--- config.mk ---
export PLATFORM = sky130hd
export DESIGN_NAME = exposure_timer
export DESIGN_NICKNAME = d
export VERILOG_FILES = /design/src/rtl/camera_pkg.sv /design/src/rtl/tick_prescaler.sv /design/src/rtl/exposure_timer.sv
export SDC_FILE = /design/constraint.sdc
export NUM_CORES = 1
export LEC_CHECK = 0
export BUFFER_PORTS_ARGS = -buffer_cell sky130_fd_sc_hd__buf_4
export CORE_ASPECT_RATIO = 0.8
export CORE_MARGIN = 4
export CORE_UTILIZATION = 35
export CTS_BUF_LIST = sky130_fd_sc_hd__clkbuf_4
export DETAILED_ROUTE_END_ITERATION = 7
export HOLD_SLACK_MARGIN = 0.08
export SYNTH_ARGS = -nofsm -noshare
export SYNTH_HDL_FRONTEND = slang
export SYNTH_HIERARCHICAL = 1
export SYNTH_SLANG_ARGS = --single-unit
--- constraint.sdc ---
create_clock -name Clk -period 3.5 [get_ports Clk]
set_clock_uncertainty 0.2 [all_clocks]
set_input_delay 0.175 -clock Clk [delete_from_list [all_inputs] [get_ports Clk]]
set_output_delay 0.175 -clock Clk [all_outputs]
set_load 0.02 [all_outputs]
--- src/rtl/camera_pkg.sv ---
// Shared camera-control definitions: state encodings and default timer parameters.
package camera_pkg;

  typedef enum logic [1:0] {
    IDLE    = 2'd0,
    EXPOSE  = 2'd1,
    READOUT = 2'd2
  } cam_state_e;

  localparam int DEF_CNT_W     = 5;
  localparam int DEF_EXP_MIN   = 2;
  localparam int DEF_EXP_MAX   = 30;
  localparam int DEF_PRESCALE  = 1;
  localparam int DEF_RD_CYCLES = 4;
  localparam int DEF_FRM_W     = 8;

endpackage

--- src/rtl/tick_prescaler.sv ---
// Divides the clock into one-cycle ticks every PRESCALE enabled clocks.
// With PRESCALE=1 the counter stays at 0 and tick follows en directly.
module tick_prescaler #(
  parameter int PRESCALE = 1
) (
  input  logic Clk,
  input  logic Reset,
  input  logic restart,
  input  logic en,
  output logic tick
);

  localparam int            PW   = (PRESCALE > 1) ? $clog2(PRESCALE) : 1;
  localparam logic [PW-1:0] LAST = PW'(PRESCALE - 1);

  logic [PW-1:0] cnt;

  assign tick = en && (cnt == LAST);

  always_ff @(posedge Clk or posedge Reset) begin
    if (Reset) begin
      cnt <= '0;
    end else if (restart) begin
      cnt <= '0;
    end else if (en) begin
      cnt <= (cnt == LAST) ? '0 : cnt + PW'(1);
    end
  end

endmodule

--- src/rtl/exposure_timer.sv ---
// Exposure/readout sequencer: clamped exposure in prescaled ticks, fixed readout,
// continuous re-trigger, abort and a wrapping frame counter.
//
//   state   | meaning
//   IDLE    | waiting for Start
//   EXPOSE  | counting N prescaler ticks of exposure
//   READOUT | counting RD_CYCLES clocks of sensor readout
module exposure_timer
  import camera_pkg::*;
#(
  parameter int CNT_W     = DEF_CNT_W,
  parameter int EXP_MIN   = DEF_EXP_MIN,
  parameter int EXP_MAX   = DEF_EXP_MAX,
  parameter int PRESCALE  = DEF_PRESCALE,
  parameter int RD_CYCLES = DEF_RD_CYCLES,
  parameter int FRM_W     = DEF_FRM_W
) (
  input  logic             Clk,
  input  logic             Reset,
  input  logic             Start,
  input  logic             Cont,
  input  logic             Abort,
  input  logic [CNT_W-1:0] Exp_Time,
  output logic             Expose,
  output logic             Readout,
  output logic             Busy,
  output logic             Ovf5,
  output logic             Ovf4,
  output logic             Aborted,
  output logic [FRM_W-1:0] Frame_Cnt
);

  localparam int               RD_W    = (RD_CYCLES > 1) ? $clog2(RD_CYCLES) : 1;
  localparam logic [RD_W-1:0]  RD_LAST = RD_W'(RD_CYCLES - 1);
  localparam logic [CNT_W-1:0] N_MIN   = CNT_W'(EXP_MIN);
  localparam logic [CNT_W-1:0] N_MAX   = CNT_W'(EXP_MAX);

  cam_state_e       state, state_nxt;
  logic [CNT_W-1:0] n_lat, n_clamp, exp_cnt;
  logic [RD_W-1:0]  rd_cnt;
  logic             exp_en, tick, exp_done, rd_done;
  logic             go_expose, latch_n, ovf5_nxt, ovf4_nxt, aborted_nxt;

  assign n_clamp  = (Exp_Time < N_MIN) ? N_MIN : ((Exp_Time > N_MAX) ? N_MAX : Exp_Time);
  assign exp_en   = (state == EXPOSE);
  assign exp_done = tick && (exp_cnt == n_lat - CNT_W'(1));
  assign rd_done  = (rd_cnt == RD_LAST);

  tick_prescaler #(.PRESCALE(PRESCALE)) u_prescaler (
    .Clk     (Clk),
    .Reset   (Reset),
    .restart (go_expose),
    .en      (exp_en),
    .tick    (tick)
  );

  always_comb begin
    state_nxt   = state;
    go_expose   = 1'b0;
    latch_n     = 1'b0;
    ovf5_nxt    = 1'b0;
    ovf4_nxt    = 1'b0;
    aborted_nxt = 1'b0;
    case (state)
      IDLE: begin
        if (Start && !Abort) begin
          state_nxt = EXPOSE;
          go_expose = 1'b1;
          latch_n   = 1'b1;
        end
      end
      EXPOSE: begin
        if (Abort) begin
          state_nxt   = IDLE;
          aborted_nxt = 1'b1;
        end else if (exp_done) begin
          state_nxt = READOUT;
          ovf5_nxt  = 1'b1;
        end
      end
      READOUT: begin
        if (Abort) begin
          state_nxt   = IDLE;
          aborted_nxt = 1'b1;
        end else if (rd_done) begin
          ovf4_nxt = 1'b1;
          // continuous mode reuses the latched exposure, no new Start needed
          if (Cont) begin
            state_nxt = EXPOSE;
            go_expose = 1'b1;
          end else begin
            state_nxt = IDLE;
          end
        end
      end
      default: state_nxt = IDLE;
    endcase
  end

  always_ff @(posedge Clk or posedge Reset) begin
    if (Reset) begin
      state     <= IDLE;
      n_lat     <= '0;
      exp_cnt   <= '0;
      rd_cnt    <= '0;
      Expose    <= 1'b0;
      Readout   <= 1'b0;
      Busy      <= 1'b0;
      Ovf5      <= 1'b0;
      Ovf4      <= 1'b0;
      Aborted   <= 1'b0;
      Frame_Cnt <= '0;
    end else begin
      state <= state_nxt;
      if (latch_n) n_lat <= n_clamp;
      if (go_expose) exp_cnt <= '0;
      else if (tick) exp_cnt <= exp_cnt + CNT_W'(1);
      rd_cnt    <= (state == READOUT) ? rd_cnt + RD_W'(1) : '0;
      Expose    <= (state_nxt == EXPOSE);
      Readout   <= (state_nxt == READOUT);
      Busy      <= (state_nxt != IDLE);
      Ovf5      <= ovf5_nxt;
      Ovf4      <= ovf4_nxt;
      Aborted   <= aborted_nxt;
      if (ovf4_nxt) Frame_Cnt <= Frame_Cnt + FRM_W'(1);
    end
  end

endmodule

==> results_dict.tcl, run 1 <==
set metrics [dict create \
    max_freq_mhz 449 \
    antenna_found_initial 0 \
    worstMarginPinSlew_ps 1050 \
    finalMaxSlewViolations 0 \
    ant_nets 0 \
    p_switching_mw 0.391 \
    grt_pass1_wl_mm 4.76 \
    ys_ff_latch 28 \
    grt_pass1_vias 1036 \
    gr-total-overflow 0 \
    hold_viol 0 \
    start_util_pct 36.4 \
    synthDistinctLibCells 34 \
    synth-simple-area-share_pct 14.2 \
    nets 174 \
    cts.sinks 28 \
    place_hpwl_mm 1.99 \
    core-area_sq_um 3830 \
    yosysWarnings 6 \
    p_int_mw 0.712 \
    fin_crit_sh_pct 63.6 \
    p_clk_share_pct 18.9 \
    crit_type "flop to flop" \
    avgSynthCellArea_sq_um 11.3 \
    vias 970 \
    gr-usage-all-layers_pct 11.7 \
    holdWs_ps 152 \
    pin_count 24 \
    maxCapViolCount 0 \
    dp.cells 198 \
    die_y_um 64.5 \
    end_kind "flop" \
    combPwrFrac_pct 38.2 \
    synthAdderAreaFrac_pct 7.17 \
    power_frac_seq_pct 42.9 \
    dieArea_sq_um 5070 \
    register_area_sq_um 701 \
    multi_input_area_sq_um 642 \
    final_util_pct 45.5 \
    syn_nets 142 \
    routed_wl_mm 2.66 \
    syn_inst 124 \
    slew_headroom_pct 29.7 \
    clk_latency_ps 330 \
    netlist_area_sq_um 1400 \
    p_sw_share_pct 35.4 \
    gp_congestion 0.725 \
    ir_drop_mv 0.310 \
    cts_tree "built" \
    path_clk_slew_ps 150 \
    setup_viol 0 \
    finalInstanceArea_sq_um 1740 \
    synth_top_family_by_area "simple AND/OR/NAND/NOR gates" \
    die_width_um 78.6 \
    crit_arrival_ps 2290 \
    via_per_inst 4.62 \
    setup_slack_ps 1270 \
    htree_num_levels 1 \
    n_antenna_cell 0 \
    numCtsBuffers 3 \
    wire_per_inst_um 12.7 \
    critPathLaunch "n_lat[0]" \
    run_status "completed" \
    r2r_setup_slack_ps 1270 \
    rsz0062_at_grt "no" \
    required_ps 3560 \
    r2r_start "n_lat[0]" \
    ys_seq_area_share_pct 50.2 \
    drive_gt1_share_pct 22.6 \
    fp-row-count 20 \
    final_common_cell "dfrtp_1" \
    drc 0 \
    synth_xor_area_share_pct 11.2 \
    cp-start-kind "flop" \
    cp_max_fo 4 \
    p_total_mw 1.10 \
    stdcell_count 210 \
    place_area_sq_um 1610 \
    synth_compound_area_share_pct 9.51 \
    muxShareOfSynthArea_pct 3.95 \
    fin_tns_setup_ps 0 \
    pre_cts_ws_ps 1260 \
    numPortBuffers 23 \
    layout_common_cells "dfrtp_1, buf_4, nor2_1" \
    fillers 357 \
    cts_root_buf "clkbuf_4" \
    min_from "Start" \
    area.growth.synth_to_final_pct 24.9 \
    clockBufferDepth 2 \
    grt_max_degree 29 \
    drtIter0Drc 40 \
    fin_crit_ps 2230 \
    power_density_nw_per_um2 633 \
    hold_class "input pin to flop" \
    p_leak_nw 0.842 \
    drt_pass1_iterations 4 \
]
==> worst paths after layout <==
path | end | cells after the start
worst max-delay path | Readout | 7
worst min-delay path | Expose | 5
worst max register to register | Readout | 7
worst min register to register | rd_cnt[0] | 1
max in group asynchronous | exp_cnt[1] | 3
min in group asynchronous | Frame_Cnt[3] | 3
==> power groups by stage <==
stage | registers, mW | logic [mW] | clock network, mW
floorplan | 0.475 | 0.328 | 0
global placement | 0.476 | 0.400 | 0
detailed placement | 0.478 | 0.416 | 0
CTS | 0.474 | 0.425 | 0.217
global route | 0.485 | 0.469 | 0.228
finish | 0.474 | 0.421 | 0.209
==> Yosys cell counts <==
cell type  count  area share, %
buf_6          1           0.81
buf_4          1           0.54
nand2b_1       1           0.45
nor2b_1        1           0.45
a211oi_1       1           0.54
dfrtp_1       28             50
a32oi_1        1           0.63
a21oi_2        1           0.63
nand3b_1       1           0.54
a2111oi_0      1           0.63
clkbuf_1       2           0.54
a21oi_1        3            1.1
ha_1           8            7.2
o21a_1         1           0.54
nand3_1        5            1.8
nand2_1        7            1.9
nor3_1         3            1.1
nor2_1        12            3.2
xnor2_2        1            1.2
xor2_1         9            5.7
nor3b_1        1           0.54
nand4_1        4            1.8
o31a_1         1           0.63
and3b_1        1           0.63
a2111oi_4      1            2.0
mux2_2         4            3.2
nor3b_2        1           0.90
a221o_1        1           0.72
mux2i_1        1           0.72
o21ai_0        4            1.4
xnor2_1        7            4.4
and2_1         2           0.90
o21ba_1        1           0.72
inv_1          7            1.9
==> sequential cells by signal (all words and copies together), names as in the netlist <==
name / flops
Frame_Cnt: 8
exp_cnt: 5
n_lat: 5
rd_cnt: 2
state: 2
Aborted: 1
Busy: 1
Expose: 1
Ovf4: 1
Ovf5: 1
Readout: 1
==> metal layers <==
metal,routed length [um],track usage (%),up-vias
met5,0,0,-
met4,22,2.62,0
met3,81,2.22,2
met2,1230,19.6,17
met1,1330,15.8,466
li1,-,-,485
==> area by class of cell <==
type | instances | area share, %
clock buffers | 3 | 1.29
clock inverters | 1 | 1.72
inverters | 7 | 1.51
multi-input cells | 85 | 36.8
flip-flops and latches | 28 | 40.2
well taps | 55 | 3.95
repair buffers | 31 | 14.5
==> kinds of logic (layout without fill, tap and decap cells) <==
logic type,Yosys count,count (layout)
flops,28,28
xor+xnor,17,17
mux,5,5
compound gates,16,16
buf+inv,11,42
fa+ha+maj,8,8
simple gates,39,39
==> critical path, cell delays in order, from the launching register on <==
cell and delay (ps):
dfrtp_1 420, inv_1 60, ha_1 250, o21ba_1 190, a221o_1 390, a2111oi_4 380, a21oi_2 90, nor3b_2 170
==> what timing repair did <==
item,CTS,global route
hold buffers,8,0
endpoints found under the hold margin,41,0
buffers inserted,0,0
gates resized for setup,0,0
Power figures use the tool's default switching activity.
==> run 2: changes to the inputs <==
- clock period: 3.5 -> 1.8 ns (I/O delays scaled with it)
==> results_dict.tcl, run 2 (same netlist as run 1, synthesis figures left out) <==
set metrics [dict create \
    fp-row-count 20 \
    largest_reg_flops 8 \
    failed_checks "setup timing" \
    max_freq_mhz 473 \
    grt_pass1_wl_mm 4.89 \
    ant_nets 0 \
    hold_class "input pin to asynchronous set/reset pin" \
    wire_per_inst_um 12.1 \
    cp_max_fo 4 \
    finalMaxSlewViolations 0 \
    die_y_um 64.5 \
    die_width_um 78.6 \
    cts_root_buf "clkbuf_4" \
    setup_viol 6 \
    setup_slack_ps -315 \
    gp_congestion 0.782 \
    core-area_sq_um 3830 \
    required_ps 1870 \
    crit_type "flop to flop" \
    drc 0 \
    routed_wl_mm 2.74 \
    ir_drop_mv 0.787 \
    drive_gt1_share_pct 35.7 \
    p_leak_nw 0.912 \
    crit_arrival_ps 2180 \
    final_common_cell "buf_4" \
    rsz0062_at_grt "yes" \
    start_util_pct 36.4 \
    met3_usage_pct 3.61 \
    pin_count 24 \
    dieArea_sq_um 5070 \
    grt_max_degree 29 \
    path_clk_slew_ps 150 \
    holdWs_ps 171 \
    area.growth.synth_to_final_pct 36.2 \
    regMostFlops "Frame_Cnt" \
    cts_tree "built" \
    power_density_nw_per_um2 1180 \
    place_hpwl_mm 1.98 \
    top_regs "Frame_Cnt (8), exp_cnt (5), n_lat (5)" \
    gr-usage-all-layers_pct 12.0 \
    vias 1033 \
    cp-start-kind "flop" \
    via_per_inst 4.57 \
    r2r_setup_slack_ps -320 \
    clockBufferDepth 2 \
    drt_pass1_iterations 4 \
    final_util_pct 49.6 \
    cts.sinks 28 \
    hold_viol 0 \
    n_antenna_cell 0 \
    grt_busiest_layer "met2" \
    htree_num_levels 1 \
    maxCapViolCount 0 \
    grt_pass1_vias 1077 \
    layout_common_cells "buf_4, dfrtp_1, nor2_1" \
    place_area_sq_um 1730 \
    run_status "finished, violations left" \
    numPortBuffers 23 \
    grtUsageMet2_pct 20.0 \
    met1_usage_pct 15.4 \
    antenna_found_initial 0 \
    fin_crit_sh_pct 118 \
    drtIter0Drc 75 \
    end_kind "flop" \
    slew_headroom_pct 74.4 \
    pre_cts_ws_ps -318 \
    numCtsBuffers 3 \
    clk_latency_ps 340 \
    worstMarginPinSlew_ps 380 \
    fillers 340 \
    finalInstanceArea_sq_um 1900 \
    gr-total-overflow 0 \
    fin_crit_ps 2120 \
    nets 191 \
]
## run 2: cell count changes in the layout (fill, tap and decap cells not counted), sizes merged
cell,before,now
bufinv,1,0
buf,23,38
dlygate4sd3,8,10
## run 2: what timing repair did
| item | in CTS | in global routing |
|---|---|---|
| setup endpoints to repair | 7 | 14 |
| setup buffers | 0 | 3 |
| resized for setup | 2 | 6 |
| endpoints found under the hold margin | 42 | 0 |
| pin swaps | 3 | 5 |
| hold buffers | 10 | 0 |
## run 2: cell type report
type | count | area, sq um | share of cell area [%]
Sequential cell | 28 | 701 | 36.9
Multi-Input combinational cell | 85 | 697 | 36.7
Timing Repair Buffer | 48 | 385 | 20.3
Tap cell | 55 | 68.8 | 3.62
Inverter | 7 | 26.3 | 1.38
Clock buffer | 3 | 22.5 | 1.18
## run 2: worst paths after layout
check                                     to  cells past startpoint  startpoint
worst max-delay path                 Readout                      7    n_lat[1]
worst min-delay path            Frame_Cnt[3]                      4       Reset
worst max register to register       Readout                      7    n_lat[1]
worst min register to register     rd_cnt[0]                      1   rd_cnt[0]
max in group asynchronous           state[1]                      4       Reset
min in group Clk                   rd_cnt[0]                      1   rd_cnt[0]
## run 2: through the flow
stage / std cells / TNS, ps / power [mW]
final: 226 / -1520 / 2.25
after global routing: 226 / -2280 / 2.42
after CTS: 223 / -1120 / 2.21
after detailed placement: 210 / -1350 / 1.91
after global placement: 210 / -958 / 1.88
after floorplan: 124 / -709 / 1.61
## run 2: metal layers
metal	vias up	part of all wire (%)	wire length [um]
li1	517	-	-
met1	505	47	1280
met2	9	50	1360
met3	2	3.1	84
met4	0	0.51	14
met5	-	0	0
## run 2: where the power goes
group | switching [mW] | leakage [nW] | total (mW) | internal (mW)
combinational | 0.530 | 0.529 | 1.07 | 0.535
sequential | 0.138 | 0.370 | 0.911 | 0.773
clock | 0.191 | 0.0138 | 0.270 | 0.0790
## run 2: critical path, stage by stage (launching register included)
cell       delay, ps
dfrtp_1          390
inv_2             60
ha_4             170
o21ba_1          160
a221o_1          380
a2111oi_4        410
a21oi_2           90
nor3b_2          180
